`src/rtl/rv_pkg.sv`:
```
// Shared fetch-side definitions: next-PC select encoding, fetch FSM states, reset PC.
// Latency: n/a (types and constants only).
// Backpressure: n/a.
package rv_pkg;

    // Next-PC select, matches the encoding the decoder drives on pc_src.
    localparam logic [1:0] PC_MUX_PLUS4  = 2'd0;
    localparam logic [1:0] PC_MUX_TARGET = 2'd1;
    localparam logic [1:0] PC_MUX_ALU    = 2'd2;
    localparam logic [1:0] PC_MUX_BREAK  = 2'd3;

    typedef enum logic [1:0] {
        REQ  = 2'd0,
        WAIT = 2'd1,
        HOLD = 2'd2,
        HALT = 2'd3
    } fetch_state_t;

    localparam logic [31:0] RESET_PC_DEFAULT = 32'h0000_0000;

endpackage

```
`src/rtl/fetch_unit_pc_next.sv`:
```
// Next-PC selection from the decoder's pc_src plus misalignment / ebreak detection.
// Latency: purely combinational.
// Backpressure: none.
//
// Ports: pc (current fetch PC), pc_src (select), pc_target (branch/jal target),
//        pc_alu (jalr sum) in; next_pc, misaligned, is_break out.
module pc_next
    import rv_pkg::*;
#(
    parameter int XLEN        = 32,
    parameter bit ALIGN_CHECK = 1'b1
) (
    input  logic [XLEN-1:0] pc,
    input  logic [1:0]      pc_src,
    input  logic [XLEN-1:0] pc_target,
    input  logic [XLEN-1:0] pc_alu,
    output logic [XLEN-1:0] next_pc,
    output logic            misaligned,
    output logic            is_break
);

    localparam logic [XLEN-1:0] PC_STEP = XLEN'(4);

    logic [XLEN-1:0] w_raw;

    always_comb begin
        w_raw    = pc + PC_STEP;
        is_break = 1'b0;
        case (pc_src)
            PC_MUX_PLUS4:  w_raw = pc + PC_STEP;
            PC_MUX_TARGET: w_raw = pc_target;
            // jalr clears bit 0 of the sum before use
            PC_MUX_ALU:    w_raw = {pc_alu[XLEN-1:1], 1'b0};
            default: begin
                w_raw    = pc;
                is_break = 1'b1;
            end
        endcase
    end

    // Without the check, the low bits are silently dropped so fetch stays word aligned.
    assign next_pc    = ALIGN_CHECK ? w_raw : {w_raw[XLEN-1:2], 2'b00};
    assign misaligned = ALIGN_CHECK && !is_break && (w_raw[1:0] != 2'b00);

endmodule

```
`src/rtl/fetch_unit.sv`:
```
// Multi-cycle instruction fetch: one outstanding req/gnt/rvalid read, hands word+PC to decode.
// Latency: retire -> next if_valid is 3 cycles minimum (req, rvalid, registered output).
// Backpressure: if_* held stable until id_ready; imem_req held until imem_gnt.
//
// Ports: clk/rst_n; imem_req/addr/gnt/rvalid/rdata/err memory handshake;
//        if_valid/instr/pc/pc4 toward decode with id_ready retire; pc_src/pc_target/pc_alu
//        next-PC inputs; resume/resume_pc leave HALT; halted and sticky fetch_err status.
module fetch_unit
    import rv_pkg::*;
#(
    parameter int              XLEN        = 32,
    parameter logic [XLEN-1:0] RESET_PC    = XLEN'(RESET_PC_DEFAULT),
    parameter bit              ALIGN_CHECK = 1'b1
) (
    input  logic            clk,
    input  logic            rst_n,
    output logic            imem_req,
    output logic [XLEN-1:0] imem_addr,
    input  logic            imem_gnt,
    input  logic            imem_rvalid,
    input  logic [31:0]     imem_rdata,
    input  logic            imem_err,
    output logic            if_valid,
    output logic [31:0]     if_instr,
    output logic [XLEN-1:0] if_pc,
    output logic [XLEN-1:0] if_pc4,
    input  logic            id_ready,
    input  logic [1:0]      pc_src,
    input  logic [XLEN-1:0] pc_target,
    input  logic [XLEN-1:0] pc_alu,
    input  logic            resume,
    input  logic [XLEN-1:0] resume_pc,
    output logic            halted,
    output logic            fetch_err
);

    localparam logic [XLEN-1:0] PC_STEP = XLEN'(4);

    fetch_state_t    r_state;
    logic [XLEN-1:0] r_pc;
    logic            r_req;
    logic            r_valid;
    logic [31:0]     r_instr;
    logic [XLEN-1:0] r_if_pc;
    logic [XLEN-1:0] r_if_pc4;
    logic            r_halted;
    logic            r_err;

    logic [XLEN-1:0] w_next_pc;
    logic            w_misaligned;
    logic            w_is_break;
    logic [XLEN-1:0] w_pc4;

    assign w_pc4 = r_pc + PC_STEP;

    pc_next #(
        .XLEN        (XLEN),
        .ALIGN_CHECK (ALIGN_CHECK)
    ) u_pc_next (
        .pc         (r_pc),
        .pc_src     (pc_src),
        .pc_target  (pc_target),
        .pc_alu     (pc_alu),
        .next_pc    (w_next_pc),
        .misaligned (w_misaligned),
        .is_break   (w_is_break)
    );

    always_ff @(posedge clk or negedge rst_n) begin
        if (!rst_n) begin
            r_state  <= REQ;
            r_pc     <= RESET_PC;
            r_req    <= 1'b0;
            r_valid  <= 1'b0;
            r_instr  <= 32'h0;
            r_if_pc  <= RESET_PC;
            r_if_pc4 <= RESET_PC + PC_STEP;
            r_halted <= 1'b0;
            r_err    <= 1'b0;
        end else begin
            case (r_state)
                REQ: begin
                    // Out of reset the request is raised one cycle late; a gnt only
                    // counts once the request is actually visible on the bus.
                    if (r_req && imem_gnt) begin
                        r_req   <= 1'b0;
                        r_state <= WAIT;
                    end else begin
                        r_req <= 1'b1;
                    end
                end
                WAIT: begin
                    if (imem_rvalid) begin
                        if (imem_err) begin
                            r_err    <= 1'b1;
                            r_halted <= 1'b1;
                            r_state  <= HALT;
                        end else begin
                            r_instr  <= imem_rdata;
                            r_if_pc  <= r_pc;
                            r_if_pc4 <= w_pc4;
                            r_valid  <= 1'b1;
                            r_state  <= HOLD;
                        end
                    end
                end
                HOLD: begin
                    if (id_ready) begin
                        r_valid <= 1'b0;
                        if (w_is_break) begin
                            // pc keeps the ebreak address
                            r_halted <= 1'b1;
                            r_state  <= HALT;
                        end else if (w_misaligned) begin
                            r_err    <= 1'b1;
                            r_halted <= 1'b1;
                            r_state  <= HALT;
                        end else begin
                            r_pc    <= w_next_pc;
                            r_req   <= 1'b1;
                            r_state <= REQ;
                        end
                    end
                end
                HALT: begin
                    // Only sampled once already halted, so a pulse coincident with
                    // the entry into HALT is dropped.
                    if (resume) begin
                        r_pc     <= resume_pc;
                        r_err    <= 1'b0;
                        r_halted <= 1'b0;
                        r_req    <= 1'b1;
                        r_state  <= REQ;
                    end
                end
                default: r_state <= REQ;
            endcase
        end
    end

    assign imem_req  = r_req;
    assign imem_addr = r_pc;
    assign if_valid  = r_valid;
    assign if_instr  = r_instr;
    assign if_pc     = r_if_pc;
    assign if_pc4    = r_if_pc4;
    assign halted    = r_halted;
    assign fetch_err = r_err;

endmodule

```
`config.mk`:
```
export PLATFORM = sky130hd
export DESIGN_NAME = fetch_unit
export DESIGN_NICKNAME = d
export VERILOG_FILES = /design/src/rtl/rv_pkg.sv /design/src/rtl/fetch_unit_pc_next.sv /design/src/rtl/fetch_unit.sv
export SDC_FILE = /design/constraint.sdc
export NUM_CORES = 1
export LEC_CHECK = 0
export ABC_CLOCK_PERIOD_IN_PS = 2200
export BUFFER_PORTS_ARGS = -buffer_cell sky130_fd_sc_hd__buf_4
export CAP_MARGIN = 15
export CORE_UTILIZATION = 45
export CTS_CLUSTER_DIAMETER = 200
export DETAILED_ROUTE_END_ITERATION = 6
export GPL_TIMING_DRIVEN = 0
export PLACE_DENSITY = 0.77
export SYNTH_ARGS = -nofsm -noshare
export SYNTH_HDL_FRONTEND = slang
export SYNTH_HIERARCHICAL = 1
export SYNTH_SLANG_ARGS = --single-unit
```
`constraint.sdc`:
```
create_clock -name clk -period 2.2 [get_ports clk]
set_input_delay 0.22 -clock clk [delete_from_list [all_inputs] [get_ports clk]]
set_output_delay 0.22 -clock clk [all_outputs]
set_load 0.01 [all_outputs]
```
* After elaboration in Yosys (flattened, before gate mapping)
Index checks and enable logic that the tools add are counted.
** Storage, ports and cells
- Output and inout port bits :: 132
- Input port bits :: 137
- RAM bits :: 0
- Logic and storage cells :: 80
- Bits in read-only memories :: 0
- Latch bits :: 0
- Flip-flop bits (word level) :: 134
- Memories kept :: 0
** Cells by class
- Magnitude comparators :: 0
- Reduce and logical (&&, ||, !) cells :: 18
- Bitwise operators :: 1
- Mux-type cells :: 34
- Add/subtract/negate cells :: 1
- Equality and inequality tests :: 16
- Shift-type cells :: 0
- Multiply operators :: 0
- Divide/modulo/power cells :: 0
** Operators by type and width (number)
- 32-bit 2-to-1 mux :: 4
- 32-bit one-hot mux with 3 select lines :: 1
- 32-bit one-hot mux with 2 select lines :: 1
- 32-bit by 3-bit adder with 32-bit output (second input constant) :: 1
- 1-bit 2-to-1 mux :: 17
- 2-bit != test (second input constant) :: 8
- 2-bit 2-to-1 mux :: 6
- 6-bit AND reduction :: 2
- 5-bit AND reduction :: 2
- 1-bit one-hot mux with 3 select lines :: 3
- 2-bit one-hot mux with 4 select lines :: 1
- 4-bit AND reduction :: 2
- 7-bit AND reduction :: 1
- 2-bit equality test (second input constant) :: 3
- 2-bit nonzero test :: 3
- 3-bit nonzero test :: 2
- 2-bit by 1-bit equality test with 1-bit output (second input constant) :: 2
- 2-bit zero test :: 2
- 4-bit by 1-bit != test with 1-bit output (second input constant) :: 1
- 3-bit by 2-bit != test with 1-bit output (second input constant) :: 1
- 3-bit AND reduction :: 1
- 3-bit OR reduction :: 1
- 1-bit logical AND :: 2
- 2-bit by 1-bit != test with 1-bit output (second input constant) :: 1
- other kinds (2) :: 2

* Longest topological paths before layout
Gate-level depths: netlist (run 1).
- Word-level depth :: 8
- Mapped depth :: 13
- Gate-level depth less buffers :: 10

* Modules after synthesis
The synthesis (run 1) kept the hierarchy.
** By module, submodules not included
- fetch_unit :: area an instance 5855.6 um2, instances 1, cells an instance 496
- pc_next :: area an instance 1421.4 um2, instances 1, cells an instance 153

* Worst setup path after synthesis (run 1)
Ideal clock, no wire load.
- Kind :: input to register
- Start point :: in pc_src[0]
- End point :: reg r_pc[7], in the netlist imem_addr[7]
- Cell stages on the path :: 13
- Data arrival time :: 2326 ps
- Buffers on the path :: 4
- Path slack :: -203 ps
- Setup time :: 77 ps
- Cell sequence :: buf_2 > buf_2 > buf_2 > mux2i_1 > a21oi_1 > nor2_1 > nor2_1 > nor2_1 > o21ai_0 > a21oi_1 > clkbuf_1 > nor2_1 > a21oi_1
** On the way
- Word-level cells in the longest chain between the ends :: 6
** RTL lines
- from (decl) :: RTL line fetch_unit.sv:28 : input logic [1:0] pc_src,
- 2-bit equality test, or another cell as far along :: RTL line fetch_unit_pc_next.sv:29 : case (pc_src)
- 32-bit one-hot mux with 3 select lines * :: RTL line fetch_unit_pc_next.sv:29
- named net w_next_pc[1] :: RTL line fetch_unit.sv:49 : logic [XLEN-1:0] w_next_pc;
- 2-bit nonzero test * :: RTL line fetch_unit_pc_next.sv:43 : assign misaligned = ALIGN_CHECK && !is_break && (w_raw[1:0] != 2'b00);
- 1-bit logical AND * :: RTL line fetch_unit_pc_next.sv:43
- named net w_misaligned :: RTL line fetch_unit.sv:50 : logic w_misaligned;
- 2-bit != test (no line) *
- 6-bit AND reduction (no line) *
- to (signal assigned) :: RTL line fetch_unit.sv:119 : r_pc <= w_next_pc;
- to (signal assigned) :: RTL line fetch_unit.sv:129 : r_pc <= resume_pc;
- to (decl) :: RTL line fetch_unit.sv:40 : logic [XLEN-1:0] r_pc;
Mark *: on every way through the listed nets, which the timed path passes. The rest lies on a longest branch. The select of a mux whose other input is x is not followed.
A chain may end at the register's enable or synchronous reset.

* Worst setup path after layout (run 1)
- Start point :: reg r_pc[3], in the netlist imem_addr[3]
- End point :: reg r_pc[31], in the netlist imem_addr[31]
** On the way
- Word-level cells in the longest chain between the ends :: 6
** RTL lines
- 32-bit by 3-bit adder with 32-bit output :: RTL line fetch_unit_pc_next.sv:30 : PC_MUX_PLUS4: w_raw = pc + PC_STEP;
- 32-bit one-hot mux with 3 select lines :: RTL line fetch_unit_pc_next.sv:29
- named net w_next_pc[31] :: RTL line fetch_unit.sv:49
- 32-bit 2-to-1 mux :: RTL line fetch_unit.sv:114 : end else if (w_misaligned) begin
- 32-bit 2-to-1 mux :: RTL line fetch_unit.sv:110 : if (w_is_break) begin
- 32-bit 2-to-1 mux :: RTL line fetch_unit.sv:108 : if (id_ready) begin
- 32-bit one-hot mux with 2 select lines :: RTL line fetch_unit.sv:81 : case (r_state)
The timed path passes the listed nets, and every way through them passes these cells. The select of a mux whose other input is x is not followed.

==> results of run 1 <==
## cells by family after synthesis
| logic type | after synthesis |
|---|---|
| AO/OA/AOI/OAI | 97 |
| XOR/XNOR | 49 |
| adder cells (fa/ha/maj) | 2 |
| buffers and inverters | 48 |
| flip-flops | 132 |
| multiplexers | 133 |
| AND/OR/NAND/NOR | 188 |
## metal layers
layer	wire length, um	share of wire	vias to the layer above
li1	-	-	3027
met1	9382	0.39	3347
met2	12060	0.51	296
met3	1824	0.077	37
met4	502	0.021	0
met5	0	0	-
## layout make-up
type	instances	area, um2
Buffer	40	249.0
Clock buffer	21	460.4
Clock inverter	11	177.7
Fill cell	1265	5096
Inverter	6	22.52
Multi-Input combinational cell	469	3830
Sequential cell	132	3333
Tap cell	216	270.3
Timing Repair Buffer	311	2389
## flip-flops by register name, indices dropped and copies added, names as in the netlist
register,flops
if_pc4,30
if_instr,32
halted,1
if_valid,1
fetch_err,1
imem_addr,32
imem_req,1
if_pc,32
r_state,2
## final timing paths
check                                             to  slack, ps  cells past startpoint
min in group asynchronous      if_pc[12]$_DFFE_PN0P_        350                      2
max reg2reg                imem_addr[31]$_DFFE_PN0P_        -50                      8
min                         if_instr[23]$_DFFE_PN0P_         30                      2
max                        imem_addr[31]$_DFFE_PN0P_        -50                      8
min reg2reg                    if_pc4[2]$_DFFE_PN1P_        480                      2
max in group asynchronous  imem_addr[21]$_DFFE_PN0P_       1040                      3
## worst reg2reg max path: stages, from the launching register on
cell,delay (ps)
dfrtp_2,390
buf_6,130
nand4_1,240
nor2_4,270
nand4_1,140
xnor2_1,170
mux4_2,480
mux2i_2,210
a21oi_1,90
## power by group
part	switching, W	internal (W)	total (W)
registers	0.00107	0.00368	0.00475
logic	0.00392	0.00414	0.00806
clock network	0.00110	0.00196	0.00306
total	0.00609	0.00978	0.0159
## Yosys cell counts, types with 4 or more instances
cell / n / area (um2)
a21oi_1: 69 / 345.3
a311o_1: 4 / 40.04
and2_1: 6 / 37.54
and3_1: 4 / 25.02
buf_1: 4 / 15.01
buf_2: 9 / 45.04
buf_4: 6 / 45.04
clkbuf_1: 19 / 71.32
dfrtp_1: 131 / 3278
inv_1: 6 / 22.52
mux2_2: 67 / 754.5
mux2i_1: 41 / 410.4
mux4_2: 25 / 563.0
nand2_1: 24 / 90.09
nand3_1: 18 / 90.09
nand4_1: 19 / 118.9
nor2_1: 84 / 315.3
nor3_2: 4 / 40.04
nor4_1: 5 / 31.28
o21ai_0: 6 / 30.03
xnor2_1: 23 / 201.4
xor2_1: 26 / 227.7
## timing repair
item,CTS,global route
pin swaps,8,22
hold buffers,1,0
setup buffers,32,11
resized for setup,25,35
setup endpoints to repair,45,73
hold endpoints to repair,61,0
## through the flow
stage               instance area [um2]  setup WS (ps)  setup TNS, ps  utilization  hold WS (ps)
global placement                   9584         -707.0         -20510       0.6055         452.5
CTS                               10570         -46.62         -46.62       0.6678         13.27
finish                            10730         -47.14         -72.81       0.6780         26.84
floorplan                          7317         -22.49         -22.49            -        -75.59
global route                      10730         -101.5         -523.0       0.6780         13.22
detailed placement                 9615         -808.1         -23090       0.6075         258.0
==> impl_metrics.tcl, run 1 <==
set metrics [dict create \
    syn_inst 649 \
    antenna_found_initial 0 \
    grt_pass1_wl_um 36020 \
    fp-row-count 46 \
    path_class "reg2reg" \
    place_inst 1132 \
    start_kind "flip-flop" \
    synth_compound_area_frac 0.07634 \
    h-tree-depth 4 \
    synth_area_mm2 0.007277 \
    dr.pass1.iters 5 \
    vdd_drop_max_v 0.0007929 \
    viasPerCell 5.561 \
    top_usage_layer "met2" \
    portBuffers 266 \
    synth_top_family_by_area "multiplexers" \
    die_w_um 129.2 \
    power.total_w 0.01588 \
    overflow 0 \
    critical_path_buf_inv_count 1 \
    fin_crit_sh 1.021 \
    nets 1116 \
    slowest_delay_ps 480 \
    ys_ff_latch 132 \
    syn_area_per_cell_um2 11.21 \
    synth-xor-area-share 0.05898 \
    grt_usage 0.2885 \
    met3_usage 0.08258 \
    numCtsBuffers 17 \
    path_max_fanout 4 \
    drv_cap 0 \
    grt_use_met2 0.4892 \
    finalWorstSetupSlack_ps -47.14 \
    clk_latency_ps 420 \
    totalWireLength_um 23770 \
    grtUsageMet1 0.3494 \
    gp_congestion 0.8655 \
    drtAntennaViolNets 0 \
    hold_viol 0 \
    period_needed_ps 2247 \
    layoutNonFillerInstCount 1206 \
    cpLargestDelayFamily "multiplexers" \
    final_common_cell "buf_4" \
    final_max_slew_viol_count 0 \
    ys_async_sr_fraction 1.000 \
    syn_to_final_growth_pct 47.47 \
    reg2reg_from "imem_addr[3]$_DFFE_PN0P_" \
    max_freq_ghz 0.4450 \
    finalClockSkew_ps 9.972 \
    synthDistinctLibCells 53 \
    synth-simple-area-share 0.1355 \
    diodes 0 \
    cp_data_arrival_time_ps 2540 \
    violations "negative setup slack" \
    finalSetupViolCount 2 \
    initial_core_util 0.4598 \
    drcViolationCount 0 \
    grt_max_degree 71 \
    power-per-cell-area_mw_per_mm2 1479 \
    wl_per_cell_um 19.71 \
    ys_dominant_reg_cell "dfrtp_1" \
    end_kind "flip-flop" \
    holdCritStartpoint "imem_rdata[23]" \
    muxShareOfSynthArea 0.2374 \
    synth-edff-count 0 \
    hold_class "in2reg" \
    tightest_slew_ps 908.9 \
    startpoint "imem_addr[3]$_DFFE_PN0P_" \
    drt_iter0_markers 453 \
    boundaryPins 269 \
    path_cells "buf_6 -> nand4_1 -> nor2_4 -> nand4_1 -> xnor2_1 -> mux4_2 -> mux2i_2 -> a21oi_1" \
    leakage_nw 4.853 \
    cts.clk_slew.worst_paths_ps 60 \
    clock_path_buffers 2 \
    seq_area_frac_synth 0.4541 \
    rsz0062_at_grt "true" \
    required_ps 2490 \
    die_area_mm2 0.01668 \
    drive_gt1_frac 0.5202 \
    cts_root_buf "clkbuf_16" \
    cts_sinks 132 \
    crit_path_frequent_cell "nand4_1" \
    synthAdderAreaFrac 0.003439 \
    grt_pass1_vias 6638 \
    synth_fp_nets 788 \
    final_cell_mix "buf_4, dfrtp_1, nor2_1, a21oi_1, mux2_2" \
    outcome "complete, but fails checks" \
    cts_tree "done" \
    slowest_stage "mux4_2" \
    core-area_mm2 0.01583 \
    die_y_um 129.2 \
    synth_warnings 6 \
    slew_headroom 0.3941 \
    dp_hpwl_um 16760 \
    vias 6707 \
]
Note: power is estimated with default switching activity, not from simulation.
==> inputs of run 2 (changes only) <==
--- a/config.mk
+++ b/config.mk
@@ -5,14 +5,15 @@
 export SDC_FILE = /design/constraint.sdc
 export NUM_CORES = 1
 export LEC_CHECK = 0
+export ABC_AREA = 1
 export ABC_CLOCK_PERIOD_IN_PS = 2200
 export BUFFER_PORTS_ARGS = -buffer_cell sky130_fd_sc_hd__buf_4
 export CAP_MARGIN = 15
-export CORE_UTILIZATION = 45
+export CORE_UTILIZATION = 47
 export CTS_CLUSTER_DIAMETER = 200
 export DETAILED_ROUTE_END_ITERATION = 6
 export GPL_TIMING_DRIVEN = 0
-export PLACE_DENSITY = 0.77
+export PLACE_DENSITY = 0.78
 export SYNTH_ARGS = -nofsm -noshare
 export SYNTH_HDL_FRONTEND = slang
 export SYNTH_HIERARCHICAL = 1
==> run 2 against run 1 <==
The run now ends clean. Sequential power increased by 3%. Cell area is 6.1% higher. First-iteration DRC count grew 96%. Clock skew is 2.1 ps lower. Sequential share of layout area decreased by 2.0 points. Register-to-register slack improved by 190 ps. Critical path type unchanged. Largest power group unchanged.
==> impl_metrics.tcl, run 2 <==
set metrics [dict create \
    outcome "finished clean" \
    synth_area_mm2 0.008189 \
    hold_viol 0 \
    required_ps 2520 \
    path_cells "ha_1 -> nand2_1 -> nor2_4 -> nand2_1 -> nor2_2 -> nand3_1 -> nand3_1 -> nand3_1 -> nand2_1 -> nand2_1 -> nand2_1 -> o21ai_2" \
    drtAntennaViolNets 0 \
    ys_ff_latch 132 \
    fin_crit_sh 0.9353 \
    grt_pass1_vias 8880 \
    numCtsBuffers 17 \
    ys_dominant_reg_cell "dfrtp_1" \
    cpLargestDelayFamily "simple AND/OR/NAND/NOR gates" \
    fp-row-count 47 \
    slowest_stage "dfrtp_1" \
    power-per-cell-area_mw_per_mm2 1282 \
    h-tree-depth 4 \
    drt_iter0_markers 887 \
    path_class "reg2reg" \
    finalSetupViolCount 0 \
    tns_ps 0 \
    final-seq-area_mm2 0.003306 \
    final_max_slew_viol_count 0 \
    antenna_found_initial 0 \
    seq_area_frac_synth 0.4035 \
    totalWireLength_um 30190 \
    viasPerCell 5.359 \
    period_needed_ps 2058 \
    start_kind "flip-flop" \
    wl_per_cell_um 17.28 \
    die_w_um 134 \
    dp_hpwl_um 22490 \
    final_cell_mix "nand2_1, buf_4, nor2_1, nand3_1, dfrtp_1" \
    grt_max_degree 95 \
    leakage_nw 5.808 \
    final_common_cell "nand2_1" \
    core-area_mm2 0.01682 \
    clock_path_buffers 2 \
    synth_top_area_frac 0.4003 \
    boundaryPins 269 \
    slowest_delay_ps 500 \
    syn_to_final_growth_pct 39.07 \
    initial_core_util 0.4869 \
    crit_path_frequent_cell "nand2_1" \
    syn_area_per_cell_um2 6.853 \
    diodes 0 \
    die_area_mm2 0.01796 \
    multi_input_area_mm2 0.004194 \
    portBuffers 267 \
    clk_latency_ps 430 \
    placed_cell_area_mm2 0.01050 \
    critical_path_buf_inv_count 0 \
    path_max_fanout 7 \
    dr.pass1.iters 5 \
    rsz0062_at_grt "false" \
    overflow 0 \
    grt_usage 0.3407 \
    fin_area_mm2 0.01139 \
    yosysMostFrequentCell "nand2_1" \
    drv_cap 0 \
    vdd_drop_max_v 0.0008219 \
    finalClockSkew_ps 7.883 \
    holdWs_ps 13.63 \
    synth_fp_nets 1334 \
    vias 9363 \
    die_y_um 134 \
    drcViolationCount 0 \
    cts_sinks 132 \
    drive_gt1_frac 0.2764 \
    grt_pass1_wl_um 46800 \
    n_fill_cell 1518 \
    end_kind "flip-flop" \
    cp_data_arrival_time_ps 2380 \
    synth_warnings 6 \
    slew_headroom 0.5018 \
    synthDistinctLibCells 37 \
    tightest_slew_ps 747.2 \
    ys_async_sr_fraction 1.000 \
    synth_commonest_cells "nand2_1, nor2_1, nand3_1" \
    max_freq_ghz 0.4860 \
    syn_inst 1195 \
    nets 1653 \
    gp_congestion 0.9621 \
    power.total_w 0.01460 \
    yosys-top-cells-area "dfrtp_1, nand2_1, nand3_1" \
    cts.clk_slew.worst_paths_ps 60 \
    cts_tree "done" \
    synth-edff-count 0 \
    yosys.area.top_type "dfrtp_1" \
    cts_root_buf "clkbuf_16" \
    hold_class "in2reg" \
]
## run 2: cells by family (layout without fill, tap and decap cells)
group	Yosys count	after routing	share of synthesized area
and+or+nand+nor	806	806	0.4171
buffers and inverters	149	481	0.08434
DFF	132	132	0.4035
AOI/OAI and AO/OA	101	101	0.08602
xor gates and xnor gates	3	3	0.003209
adders and majority gates	2	2	0.003055
muxes	2	2	0.002750
## run 2: stage by stage
stage	worst slack (ps)	util	instances
final	142.4	0.6771	1747
after global routing	5.892	0.6771	1747
after CTS	180.3	0.6771	1747
after detailed placement	72.37	0.6243	1683
after global placement	110.1	0.6225	1682
after floorplan	483.8	-	1195
## run 2: cell type report
cell class / count / area share
tap: 220 / 0.02417
clock buffer: 19 / 0.03889
inverter: 97 / 0.03219
sequential: 132 / 0.2903
multi-input combinational: 914 / 0.3683
clock inverter: 13 / 0.01088
timing repair buffer: 300 / 0.2069
buffer: 52 / 0.02846
## run 2: timing repair
action / 4_1_cts / 5_1_grt
endpoints found under the hold margin: 69 / 0
hold buffers: 32 / 0
endpoints found under the setup margin: 0 / 1
buffers inserted: 0 / 0
resized for setup: 0 / 1
## run 2: per-layer routing
metal	track usage	wire [um]	vias to the layer above
li1	-	-	4422
met1	0.4523	12810	4417
met5	0	0	-
met4	0.1301	853	0
met2	0.5530	14190	466
met3	0.06198	2339	58
## run 2: worst reg2reg max path: cells and delay by family (launching register included)
kind / cells / cell delay [ps]
AND/OR/NAND/NOR: 10 / 1180
adder cells (fa/ha/maj): 1 / 230
flip-flops: 1 / 500
AO/OA/AOI/OAI: 1 / 50
## run 2: worst paths after layout
check | startpoint | endpoint | slack (ps) | depth (start not counted)
max in group asynchronous | rst_n | if_pc4[3]$_DFFE_PN0P_ | 1120 | 3
setup reg to reg | imem_addr[3]$_DFFE_PN0P_ | imem_addr[24]$_DFFE_PN0P_ | 140 | 12
hold reg to reg | if_instr[19]$_DFFE_PN0P_ | if_instr[19]$_DFFE_PN0P_ | 480 | 2
min in group asynchronous | rst_n | r_state[1]$_DFFE_PN0P_ | 280 | 2
hold / removal | imem_rdata[3] | if_instr[3]$_DFFE_PN0P_ | 10 | 3
setup / recovery | imem_addr[3]$_DFFE_PN0P_ | imem_addr[24]$_DFFE_PN0P_ | 140 | 12
## run 2: power by group
group          switching [W]  internal, W  total, W
clock network        0.00119      0.00160   0.00279
logic                0.00385      0.00305   0.00690
registers            0.00132      0.00360   0.00491
total                0.00635      0.00825    0.0146
==> inputs of run 3 (changes only) <==
--- a/config.mk
+++ b/config.mk
@@ -6,14 +6,14 @@
 export NUM_CORES = 1
 export LEC_CHECK = 0
 export ABC_AREA = 1
-export ABC_CLOCK_PERIOD_IN_PS = 2200
+export ABC_CLOCK_PERIOD_IN_PS = 2150
 export BUFFER_PORTS_ARGS = -buffer_cell sky130_fd_sc_hd__buf_4
 export CAP_MARGIN = 15
-export CORE_UTILIZATION = 47
+export CORE_UTILIZATION = 52
 export CTS_CLUSTER_DIAMETER = 200
 export DETAILED_ROUTE_END_ITERATION = 6
 export GPL_TIMING_DRIVEN = 0
-export PLACE_DENSITY = 0.78
+export PLACE_DENSITY = 0.82
 export SYNTH_ARGS = -nofsm -noshare
 export SYNTH_HDL_FRONTEND = slang
 export SYNTH_HIERARCHICAL = 1
==> constraint.sdc (replaced) <==
create_clock -name clk -period 2.15 [get_ports clk]
set_input_delay 0.215 -clock clk [delete_from_list [all_inputs] [get_ports clk]]
set_output_delay 0.215 -clock clk [all_outputs]
set_load 0.01 [all_outputs]
==> run 3 against run 2 <==
The run now ends with design-rule violations left. First-iteration DRC count up 2.7%. Sequential power up 2%. Global-route usage up 2.4 points. Sequential cell count unchanged. Sequential share of layout area about the same. Highest routed layer unchanged.
==> impl_metrics.tcl, run 3 (synthesis gave the netlist of run 2 again) <==
set metrics [dict create \
    period_needed_ps 2008 \
    initial_core_util 0.5367 \
    vias 9336 \
    multi_input_area_mm2 0.004194 \
    tns_ps 0 \
    cts_tree "done" \
    power_frac_comb 0.469 \
    reg2reg_from "imem_addr[2]$_DFFE_PN0P_" \
    violations "design-rule violations" \
    start_kind "flip-flop" \
    overflow 0 \
    startpoint "imem_addr[2]$_DFFE_PN0P_" \
    grt_pass1_vias 8857 \
    drcViolationCount 3 \
    core-area_mm2 0.01526 \
    grt_pass1_wl_um 45420 \
    grt_max_degree 80 \
    dr.pass1.iters 7 \
    clkPwrFrac 0.197 \
    path_max_fanout 6 \
    max_freq_ghz 0.4979 \
    final_max_slew_viol_count 0 \
    cts_root_buf "clkbuf_16" \
    dp_hpwl_um 21330 \
    rr_worst_depth 12 \
    postCtsSetupRepairBufs 0 \
    required_ps 2470 \
    swShare 0.4293 \
    h-tree-depth 4 \
    gp_congestion 0.9720 \
    p_seq_frac 0.334 \
    cts.clk_slew.worst_paths_ps 60 \
    grt_usage 0.3647 \
    die_area_mm2 0.01625 \
    drt_iter0_markers 911 \
    power-per-cell-area_mw_per_mm2 1314 \
    final_cell_mix "nand2_1, buf_4, nor2_1, nand3_1, dfrtp_1" \
    final-seq-area_mm2 0.003308 \
    syn_to_final_growth_pct 39.33 \
    vdd_drop_max_v 0.0008329 \
    leakage_nw 5.822 \
    p_int_w 0.008554 \
    wl_per_cell_um 16.77 \
    reg2reg_slack_ps 140 \
    die_w_um 127.5 \
    path_class "reg2reg" \
    end_kind "flip-flop" \
    clock_path_buffers 2 \
    drive_gt1_frac 0.2777 \
    antenna_found_initial 0 \
    r2r_end "imem_addr[24]$_DFFE_PN0P_" \
    fin_crit_sh 0.9341 \
    fp-row-count 45 \
    holdCritStartpoint "imem_rdata[8]" \
    drv_cap 0 \
    rsz0062_at_grt "false" \
    place_ws_ps -39.25 \
    cp_data_arrival_time_ps 2330 \
    outcome "complete, but fails checks" \
    hold_viol 0 \
    finalClockSkew_ps 11.82 \
    drtAntennaViolNets 0 \
    hold_class "in2reg" \
    hold_depth 3 \
    die_y_um 127.5 \
    boundaryPins 269 \
    diodes 0 \
    finalWorstSetupSlack_ps 141.7 \
    totalWireLength_um 29140 \
    nets 1654 \
    finalSetupViolCount 0 \
    tightest_slew_ps 690.0 \
    final_common_cell "nand2_1" \
    clk_latency_ps 430 \
    numCtsBuffers 17 \
    p_sw_w 0.006435 \
    cts_sinks 132 \
    hold_end "if_instr[8]$_DFFE_PN0P_" \
    slew_headroom 0.5400 \
    viasPerCell 5.372 \
    n_fill_cell 1233 \
    portBuffers 267 \
]
[run 3: how the worst max path moves through the flow]
stage,to,slack [ps]
floorplan,imem_addr[12]$_DFFE_PN0P_,430
global placement,imem_addr[11]$_DFFE_PN0P_,0.7
detailed placement,imem_addr[2]$_DFFE_PN0P_,-40
CTS,imem_addr[24]$_DFFE_PN0P_,190
global route,imem_addr[24]$_DFFE_PN0P_,6
finish,imem_addr[24]$_DFFE_PN0P_,140
[run 3: layout make-up]
cell class,instances,share of cell area
well taps,211,0.02314
clock buffers,18,0.03849
plain buffers,52,0.02840
multi-input cells,914,0.3676
inverters,97,0.03213
repair buffers,301,0.2074
clock inverters,13,0.01294
flip-flops and latches,132,0.2899
[run 3: metal layers]
metal,track usage,up-vias,wire length [um]
li1,-,4419,-
met1,0.4689,4339,11920
met5,0,-,0
met4,0.1723,0,1087
met2,0.5918,501,13600
met3,0.07245,77,2535
[run 3: per-stage QoR]
step,hold slack (ps),std cells,util,total power [W],area (um2)
after floorplan,-80.59,1195,-,0.008479,8189
after global routing,21.59,1738,0.7478,0.01589,11410
after CTS,13.06,1738,0.7475,0.01490,11410
after global placement,398.0,1673,0.6854,0.01170,10460
after detailed placement,201.0,1674,0.6874,0.01188,10490
final,23.84,1738,0.7478,0.01499,11410
[run 3: power groups by stage]
stage	Clock, W	Combinational, W	Sequential, W
after floorplan	0	0.00329	0.00519
after CTS	0.00296	0.00698	0.00496
after global placement	0	0.00674	0.00496
final	0.00295	0.00703	0.00501
after global routing	0.00308	0.00766	0.00515
after detailed placement	0	0.00691	0.00497
[run 3: critical path, cell delays in order, from the launching register on]
cell and delay (ps):
dfrtp_1 490, ha_1 210, nand2_1 110, nor2_4 180, nand2_1 130, nor2_2 260, nand3_1 110, nand3_1 100
nand3_1 60, nand2_1 60, nand2_1 50, nand2_1 70, o21ai_2 50
[run 3: timing repair]
action                                  in CTS  in global routing
endpoints found under the setup margin       0                  6
hold buffers                                33                  0
hold endpoints to repair                    84                  0
gates resized for setup                      0                  3
